--- config.mk ---
export PLATFORM = sky130hd
export DESIGN_NAME = daq_cfg_rx
export DESIGN_NICKNAME = d
export VERILOG_FILES = /design/src/rtl/daq_cfg_rx.sv
export SDC_FILE = /design/constraint.sdc
export NUM_CORES = 1
export LEC_CHECK = 0
export ABC_AREA = 1
export BUFFER_PORTS_ARGS = -buffer_cell sky130_fd_sc_hd__buf_2
export CELL_PAD_IN_SITES_DETAIL_PLACEMENT = 1
export CELL_PAD_IN_SITES_GLOBAL_PLACEMENT = 2
export CORE_MARGIN = 2
export CORE_UTILIZATION = 42
export CTS_BUF_LIST = sky130_fd_sc_hd__clkbuf_2
export CTS_CLUSTER_DIAMETER = 100
export CTS_CLUSTER_SIZE = 28
export DETAILED_ROUTE_END_ITERATION = 7
export PLACE_DENSITY = 0.87
export SLEW_MARGIN = 20
export SYNTH_ARGS = -nofsm -noshare
export SYNTH_HDL_FRONTEND = slang
export SYNTH_SLANG_ARGS = --single-unit
--- constraint.sdc ---
create_clock -name bus_clk -period 3.9 [get_ports bus_clk]
set_input_delay 0.585 -clock bus_clk [delete_from_list [all_inputs] [get_ports bus_clk]]
set_output_delay 0.585 -clock bus_clk [all_outputs]
set_load 0.05 [all_outputs]
--- src/rtl/daq_cfg_rx.sv ---
// daq_cfg_rx
// Pops 32-bit host command words from the write_32 FWFT FIFO and parses them
// into framed configuration commands. A frame is a header, up to MAX_LEN
// payload words and a tailer carrying a checksum. Payload words are held in a
// local buffer and written out to the configuration register port only after
// the tailer checks good.
//
// Ports
//   bus_clk, reset_n          clock (rising edge) and async active-low reset
//   host_open                 write_32 stream open; low aborts the frame
//   fifo_dout, fifo_empty     FWFT FIFO head word and empty flag
//   fifo_rd_en                combinational pop of the head word
//   cfg_wr_en/addr/wr_data    registered configuration register write port
//   daq_start/reset/close     registered one-cycle command pulses
//   busy                      registered, high while the parser is not in HUNT
//   frame_ok_cnt              saturating count of good frames
//   frame_err_cnt             saturating count of frames with a bad tailer
//   hdr_err_cnt               saturating count of discarded non-header words
//
// state   | meaning
// HUNT    | waiting for a header word; non-headers are counted and dropped
// PAYLOAD | storing payload words into the buffer and folding the checksum
// TAIL    | checking the tailer; pulses / first write are issued from here
// COMMIT  | draining the remaining buffered writes, one per cycle
module daq_cfg_rx #(
  parameter int MAX_LEN = 16
) (
  input  logic        bus_clk,
  input  logic        reset_n,
  input  logic        host_open,
  input  logic [31:0] fifo_dout,
  input  logic        fifo_empty,
  output logic        fifo_rd_en,
  output logic        cfg_wr_en,
  output logic [7:0]  cfg_addr,
  output logic [31:0] cfg_wr_data,
  output logic        daq_start,
  output logic        daq_reset,
  output logic        daq_close,
  output logic        busy,
  output logic [15:0] frame_ok_cnt,
  output logic [15:0] frame_err_cnt,
  output logic [15:0] hdr_err_cnt
);

  localparam int IW = $clog2(MAX_LEN + 1);
  localparam int BW = (MAX_LEN > 1) ? $clog2(MAX_LEN) : 1;
  localparam logic [7:0] MAX_LEN_B = 8'(MAX_LEN);

  localparam logic [1:0] ST_HUNT    = 2'd0;
  localparam logic [1:0] ST_PAYLOAD = 2'd1;
  localparam logic [1:0] ST_TAIL    = 2'd2;
  localparam logic [1:0] ST_COMMIT  = 2'd3;

  localparam logic [7:0] CMD_WRITE = 8'h01;
  localparam logic [7:0] CMD_START = 8'h02;
  localparam logic [7:0] CMD_RESET = 8'h03;
  localparam logic [7:0] CMD_CLOSE = 8'h04;

  logic [1:0]    state_q, state_d;
  logic [7:0]    cmd_q, cmd_d;
  logic [7:0]    len_q, len_d;
  logic [7:0]    base_q, base_d;
  logic [23:0]   xor_q, xor_d;
  logic [IW-1:0] idx_q, idx_d;
  logic [7:0]    idx_ext;

  logic          cfg_wr_en_q, cfg_wr_en_d;
  logic [7:0]    cfg_addr_q, cfg_addr_d;
  logic [31:0]   cfg_wr_data_q, cfg_wr_data_d;
  logic          daq_start_q, daq_start_d;
  logic          daq_reset_q, daq_reset_d;
  logic          daq_close_q, daq_close_d;
  logic          busy_q, busy_d;
  logic [15:0]   ok_cnt_q, ok_cnt_d;
  logic [15:0]   err_cnt_q, err_cnt_d;
  logic [15:0]   hdr_cnt_q, hdr_cnt_d;

  logic [31:0]   buf_q [MAX_LEN];
  logic          buf_we;

  logic          is_header;
  logic          tail_good;

  function automatic logic [15:0] sat_inc(input logic [15:0] v);
    return (v == 16'hFFFF) ? v : v + 16'd1;
  endfunction

  assign idx_ext = 8'(idx_q);

  assign fifo_rd_en = !fifo_empty && host_open && (state_q != ST_COMMIT);

  assign is_header = (fifo_dout[31:24] == 8'hF0) && (fifo_dout[15:8] <= MAX_LEN_B);

  // The checksum covers only the low 24 bits, so only those are accumulated.
  assign tail_good = (fifo_dout[31:24] == 8'hAA) &&
                     (fifo_dout[23:0] == xor_q) &&
                     (cmd_q >= CMD_WRITE) && (cmd_q <= CMD_CLOSE) &&
                     ((cmd_q == CMD_WRITE) || (len_q == 8'd0));

  always_comb begin
    state_d       = state_q;
    cmd_d         = cmd_q;
    len_d         = len_q;
    base_d        = base_q;
    xor_d         = xor_q;
    idx_d         = idx_q;
    buf_we        = 1'b0;
    cfg_wr_en_d   = 1'b0;
    cfg_addr_d    = cfg_addr_q;
    cfg_wr_data_d = cfg_wr_data_q;
    daq_start_d   = 1'b0;
    daq_reset_d   = 1'b0;
    daq_close_d   = 1'b0;
    ok_cnt_d      = ok_cnt_q;
    err_cnt_d     = err_cnt_q;
    hdr_cnt_d     = hdr_cnt_q;

    if (!host_open) begin
      // Host closed the stream: drop whatever was in flight, no error count.
      state_d = ST_HUNT;
      idx_d   = '0;
    end else begin
      case (state_q)
        ST_HUNT: begin
          if (fifo_rd_en) begin
            if (is_header) begin
              cmd_d   = fifo_dout[23:16];
              len_d   = fifo_dout[15:8];
              base_d  = fifo_dout[7:0];
              xor_d   = fifo_dout[23:0];
              idx_d   = '0;
              state_d = (fifo_dout[15:8] == 8'd0) ? ST_TAIL : ST_PAYLOAD;
            end else begin
              hdr_cnt_d = sat_inc(hdr_cnt_q);
            end
          end
        end

        ST_PAYLOAD: begin
          if (fifo_rd_en) begin
            buf_we = 1'b1;
            xor_d  = xor_q ^ fifo_dout[23:0];
            idx_d  = idx_q + IW'(1);
            if ((idx_ext + 8'd1) == len_q) begin
              state_d = ST_TAIL;
            end
          end
        end

        ST_TAIL: begin
          if (fifo_rd_en) begin
            state_d = ST_HUNT;
            if (tail_good) begin
              ok_cnt_d = sat_inc(ok_cnt_q);
              case (cmd_q)
                CMD_WRITE: begin
                  // First write leaves with the tailer so the writes land at
                  // T+1..T+LEN; COMMIT only drains the rest.
                  if (len_q != 8'd0) begin
                    cfg_wr_en_d   = 1'b1;
                    cfg_addr_d    = base_q;
                    cfg_wr_data_d = buf_q[0];
                    idx_d         = IW'(1);
                    state_d       = ST_COMMIT;
                  end
                end
                CMD_START: daq_start_d = 1'b1;
                CMD_RESET: daq_reset_d = 1'b1;
                CMD_CLOSE: daq_close_d = 1'b1;
                default: ;
              endcase
            end else begin
              err_cnt_d = sat_inc(err_cnt_q);
            end
          end
        end

        ST_COMMIT: begin
          if (idx_ext < len_q) begin
            cfg_wr_en_d   = 1'b1;
            cfg_addr_d    = base_q + idx_ext;
            cfg_wr_data_d = buf_q[idx_q[BW-1:0]];
            idx_d         = idx_q + IW'(1);
          end else begin
            state_d = ST_HUNT;
          end
        end

        default: state_d = ST_HUNT;
      endcase
    end

    busy_d = (state_d != ST_HUNT);
  end

  always_ff @(posedge bus_clk or negedge reset_n) begin
    if (!reset_n) begin
      state_q       <= ST_HUNT;
      cmd_q         <= '0;
      len_q         <= '0;
      base_q        <= '0;
      xor_q         <= '0;
      idx_q         <= '0;
      cfg_wr_en_q   <= 1'b0;
      cfg_addr_q    <= '0;
      cfg_wr_data_q <= '0;
      daq_start_q   <= 1'b0;
      daq_reset_q   <= 1'b0;
      daq_close_q   <= 1'b0;
      busy_q        <= 1'b0;
      ok_cnt_q      <= '0;
      err_cnt_q     <= '0;
      hdr_cnt_q     <= '0;
    end else begin
      state_q       <= state_d;
      cmd_q         <= cmd_d;
      len_q         <= len_d;
      base_q        <= base_d;
      xor_q         <= xor_d;
      idx_q         <= idx_d;
      cfg_wr_en_q   <= cfg_wr_en_d;
      cfg_addr_q    <= cfg_addr_d;
      cfg_wr_data_q <= cfg_wr_data_d;
      daq_start_q   <= daq_start_d;
      daq_reset_q   <= daq_reset_d;
      daq_close_q   <= daq_close_d;
      busy_q        <= busy_d;
      ok_cnt_q      <= ok_cnt_d;
      err_cnt_q     <= err_cnt_d;
      hdr_cnt_q     <= hdr_cnt_d;
    end
  end

  // Payload buffer needs no reset: entries are always written before read.
  always_ff @(posedge bus_clk) begin
    if (buf_we) begin
      buf_q[idx_q[BW-1:0]] <= fifo_dout;
    end
  end

  assign cfg_wr_en     = cfg_wr_en_q;
  assign cfg_addr      = cfg_addr_q;
  assign cfg_wr_data   = cfg_wr_data_q;
  assign daq_start     = daq_start_q;
  assign daq_reset     = daq_reset_q;
  assign daq_close     = daq_close_q;
  assign busy          = busy_q;
  assign frame_ok_cnt  = ok_cnt_q;
  assign frame_err_cnt = err_cnt_q;
  assign hdr_err_cnt   = hdr_cnt_q;

endmodule

After elaboration in Yosys (flattened, before gate mapping)
Memory sizes are Yosys's and may differ from the RTL's. Cells that the tools add are included.

Add/subtract/negate cells: 6. $mul: 0. Div/mod/pow operators: 0. Magnitude comparators: 4. Equal/unequal tests: 31. Shift-type cells: 0. Mux-type cells: 65. Bitwise operators: 6. Reductions and logical operators: 23.

Operators by type and width (count): $mux W32 (5); $mux W24 (3); $pmux W32 S2 (1); $add A16 B1 Y16 const B (3); $eq A16 B16 Y1 const B (3); $pmux W24 S2 (1); $mux W5 (9); $mux W8 (5); $mux W1 (26); $eq A24 B24 Y1 (1); $ne A3 B3 Y1 const B (8); $xor A24 B24 Y24 (1); $mux W2 (11); $pmux W5 S4 (1); $reduce_and A5 Y1 (4); $ne A2 B2 Y1 const B (9); $eq A8 B2 Y1 const B (2); $eq A8 B8 Y1 const B (2); $logic_not A8 Y1 (2); $pmux W8 S2 (1); $add A8 B5 Y8 (1); $eq A6 B8 Y1 (1); $eq A8 B1 Y1 const B (1); $eq A8 B3 Y1 const B (1); other kinds (20) (33).

Register bits: 148. Latch bits: 0. Bits in writable memories: 512. Bits in read-only memories: 0. Input port bits: 36. Output and inout port bits: 94. Logic and storage cells: 152. Memories: 1.

Memory list: buf_q (depth 16, bits a word 32, read ports 2, clocked after Yosys merged registers in 0, wr ports 1, RTL line 79) `logic [31:0] buf_q [MAX_LEN];`.

Logic depth before layout (Yosys ltp)
Word-level depth: 10. Mapped depth: 18. Depth with buffers taken out: 15.

Worst setup path before layout
Ideal clock, no wire load.

Kind: register to register. Start point: reg idx_q[0]. End point: mem buf_q[0][0] (enable). Setup time: 421 ps. Arrival time: 2713 ps. Required time: 3479 ps. Setup slack: 766 ps. Cell stages (with the launch flop): 9. Path buffers: 4. Period minus slack after synthesis: 3134 ps. Cells stage by stage: dfrtp_1 > buf_2 > buf_6 > inv_2 > buf_2 > buf_2 > ha_1 > nand2_1 > nor2_1.

RTL lines: start: declaration (RTL line 65) `logic [IW-1:0] idx_q, idx_d;`; start signal: assignment (RTL line 221) `idx_q <= idx_d;`; end: declaration (RTL line 79).

Straight into the memory's write port.

Final worst setup path
Start point: reg idx_q[0]. End point: reg idx_q[1].

Cells in the longest elaborated chain, start to end: 4. Elaborated cells on any way between the ends: 8. Those cells by class: 1 x add/sub; 1 x order compare; 1 x eq/ne; 4 x mux; 1 x reduce/logical.

Ends and longest elaborated chain: $add A5 B1 Y5 (RTL line 144, 184); $mux W5 (on tied branches) (RTL line 180, 141); $pmux W5 S4 (RTL line 124) `case (state_q)`; $mux W5 (RTL line 119) `if (!host_open) begin`.

Several ways; a longest one is shown, not always the timed one. The select of a mux whose other input is x is not followed. A chain may end at the register's enable or synchronous reset.

==> summary.md <==
| Metric | Value |
|---|---|
| Layout net count | 2898 |
| Commonest non-fill, non-tap cell in the layout | nand2_1 |
| Clock Tree Buf Depth | 3 |
| Sink Count | 660 |
| Slew @ Worst Pin | about 0.95 ns |
| Clock Skew | 0.1700 ns |
| CTS tree | done |
| H-tree depth | 1 |
| Yosys cell types | 38 |
| Hold path depth | 2 |
| Synth Warn # | 0 |
| Critical-path maximum fanout | roughly 50 |
| Area of the mapped netlist | ~29000 um^2 |
| Maxcap violations | 0 |
| DRC errors left | 0 |
| Routed length per instance | between 20 and 25 um |
| Share of layout cells above drive strength 1 | around a tenth |
| R2R depth | 13 |
| Final worst-path cycle share | between 80% and 90% |
| Setup TNS | 0 ns |
| Crit path time final | about 3.5 ns |
| Syn Nets | 2778 |
| Crit path DAT | roughly 4.8 ns |
| Antenna violations before repair | 6 |
| Synth area leader | edfxtp_1 |
| Final std cells w/o fill | 3741 |
| Number of global-route vias before repair | 22190 |
| DP Area | around 30000 um^2 |
| Seq cells post-synth | 660 |
| GRT overflow | 0 |
| Total power | about 11000 uW |
| Placed cells | about 3600 |
| Worst-path clk slew | 0.53 ns |
| DR pass1 iterations | 5 |
| Die Wd | around 260 um |
| Drt initial violations | ~1700 |
| Standby leakage power | 0.01182 uW |
| Final GP Congestion | between 0.8 and 0.9 |
| Critical path required time | 5.22 ns |
| Most frequent cells in the layout | nand2_1 (624), edfxtp_1 (512), nor2_1 (353) |
| Slew Limit Fails | 0 |
| Power Dens Cells | 348.6 nW/um^2 |
| Multi-input gate area | between 8000 and 9000 um^2 |
| Post-CTS Setup Inserts | 0 |
| Vias per cell | roughly 5.7 |
| Num CTS Buffers | 29 |
| Core area | approximately 67000 um^2 |
| Most used DFF post-synth | edfxtp_1 |
| Hold slack | about 0.13 ns |
| Pin count of the biggest net entering global routing | 82 |
| # fillers | 7443 |
| Final wirelength | between 80000 and 90000 um |
| Seq/Total Area, Yosys | between 60% and 70% |
| Final Setup Violations | 0 |
| Detail Placement HPWL | about 56000 um |
| Final hold viol count | 0 |
| Chip height | between 200 and 300 um |
| Top-area cell type share of the netlist area | a little over half |
| HP Class | input pin to register |
| Largest cells by area after synthesis | edfxtp_1 (54%), dfrtp_1 (13%), nand2_1 (8.2%) |
| Fmax achieved | 285.8 MHz |
| RSZ-0062 raised after global routing | no |
| CP endpoint kind | register |
| FF+latch area | between 15000 and 20000 um^2 |
| Worst Setup Path Type | register to register |
| Root Buffer | clkbuf_2 |
| Worst vdd ir | about 0.23 mV |
| Async S/R FF share, synth | about 22% |
| DRT antenna net count | 0 |
| Design Area, Final | ~31000 um^2 |
| I/O pins | between 100 and 150 |
| Port bufs | roughly 130 |
| Die area | about 70000 um^2 |
| Std cell rows | 95 |
| Later-pin clock latency in the skew report | 1.33 ns |
| Via count | 21230 |
| Rel. slew slack | about 36% |
| Syn avg cell area | 10.48 um^2 |
| Mapped Cells | 2724 |
| EDFF count, synth | roughly 500 |
| Global-route wire length before repair | roughly 140000 um |
| Starting Density | between 40% and 50% |
| Synthesis-to-layout area growth | 9.285% |
| Critical path launch point type | register |
| Status | completed |
| Total track usage | about a quarter |
## routing by layer
metal  vias to the layer above  wire length [um]  track usage [%]
met5                         -                34                0
met4                         6              4050            10.31
met3                       149              4080            2.025
met2                       558             44260            44.20
met1                     10940             37350            33.32
li1                       9580                 -                -
## registers in the layout, summed over array words and instances (netlist names), 2 cells and up
name           count
buf_q            512
cfg_wr_data       32
xor_q             24
frame_err_cnt     16
frame_ok_cnt      16
hdr_err_cnt       16
base_q             8
cfg_addr           8
cmd_q              8
len_q              8
idx_q              5
state_q            2
## critical path: stages (launching register included)
cell,delay (ns)
dfrtp_4,0.70
inv_6,0.38
ha_1,0.23
inv_1,0.04
a21oi_1,0.18
o21ai_0,0.12
nand2_1,0.08
nand2_1,0.13
a21oi_1,0.17
nand3_1,0.22
nand3_1,0.14
dlygate4sd3_1,0.56
nand2_1,0.05
dlygate4sd3_1,0.55
## Yosys cell counts (all sizes together), types with 2 or more instances
cell type,count
nand2,626
edfxtp,512
nor2,384
o21ai,371
inv,154
dfrtp,148
o22ai,120
nand3,89
buf,73
clkbuf,68
nand4,38
xor2,38
nor3,28
a21oi,20
ha,17
xnor2,13
nor4,11
nand3b,3
clkinv,2
o211ai,2
## where the power goes
part	internal [uW]	switching, uW
sequential	7650	61.2
combinational	144	477
clock	404	2140
## metrics by stage
stage | worst slack, ns | util (%)
2_1_floorplan | 0.7661 | -
4_1_cts | 0.3714 | 46.35
6_report | 0.4007 | 46.36
3_3_place_gp | 0.9029 | 45.17
3_5_place_dp | 0.6871 | 45.17
5_1_grt | 0.2846 | 46.36
## logic make-up after synthesis
| group | after synthesis | synth area share (%) |
|---|---|---|
| AOI/OAI and AO/OA | 517 | 9.798 |
| buffers and inverters | 297 | 4.270 |
| DFF | 660 | 66.85 |
| xor gates and xnor gates | 51 | 1.565 |
| adders and majority gates | 18 | 0.8154 |
| and+or+nand+nor | 1181 | 16.70 |
## final timing paths
path	start	to	slack [ns]
max in group asynchronous	reset_n	xor_q[17]	2.98
worst max-delay path	idx_q[0]	idx_q[1]	0.40
worst min-delay path	fifo_dout[30]	buf_q[14][30]	0.13
min in group asynchronous	reset_n	hdr_err_cnt[8]	0.33
worst min register to register	cfg_wr_data[17]	cfg_wr_data[17]	0.53
worst max register to register	idx_q[0]	idx_q[1]	0.40
## repair_timing
item | in CTS | in global routing
hold endpoints to repair | 737 | 0
resized for setup | 0 | 0
hold buffers | 44 | 0
## final cells by class
type | count | area share, %
Antenna cell | 1 | 0.008023
Tap cell | 873 | 3.502
Timing Repair Buffer | 230 | 5.371
Multi-Input combinational cell | 1767 | 26.96
Sequential cell | 660 | 61.19
Inverter | 156 | 1.897
Clock inverter | 11 | 0.3811
Clock buffer | 43 | 0.6900
No activity file was read; power rests on OpenSTA's default activity.
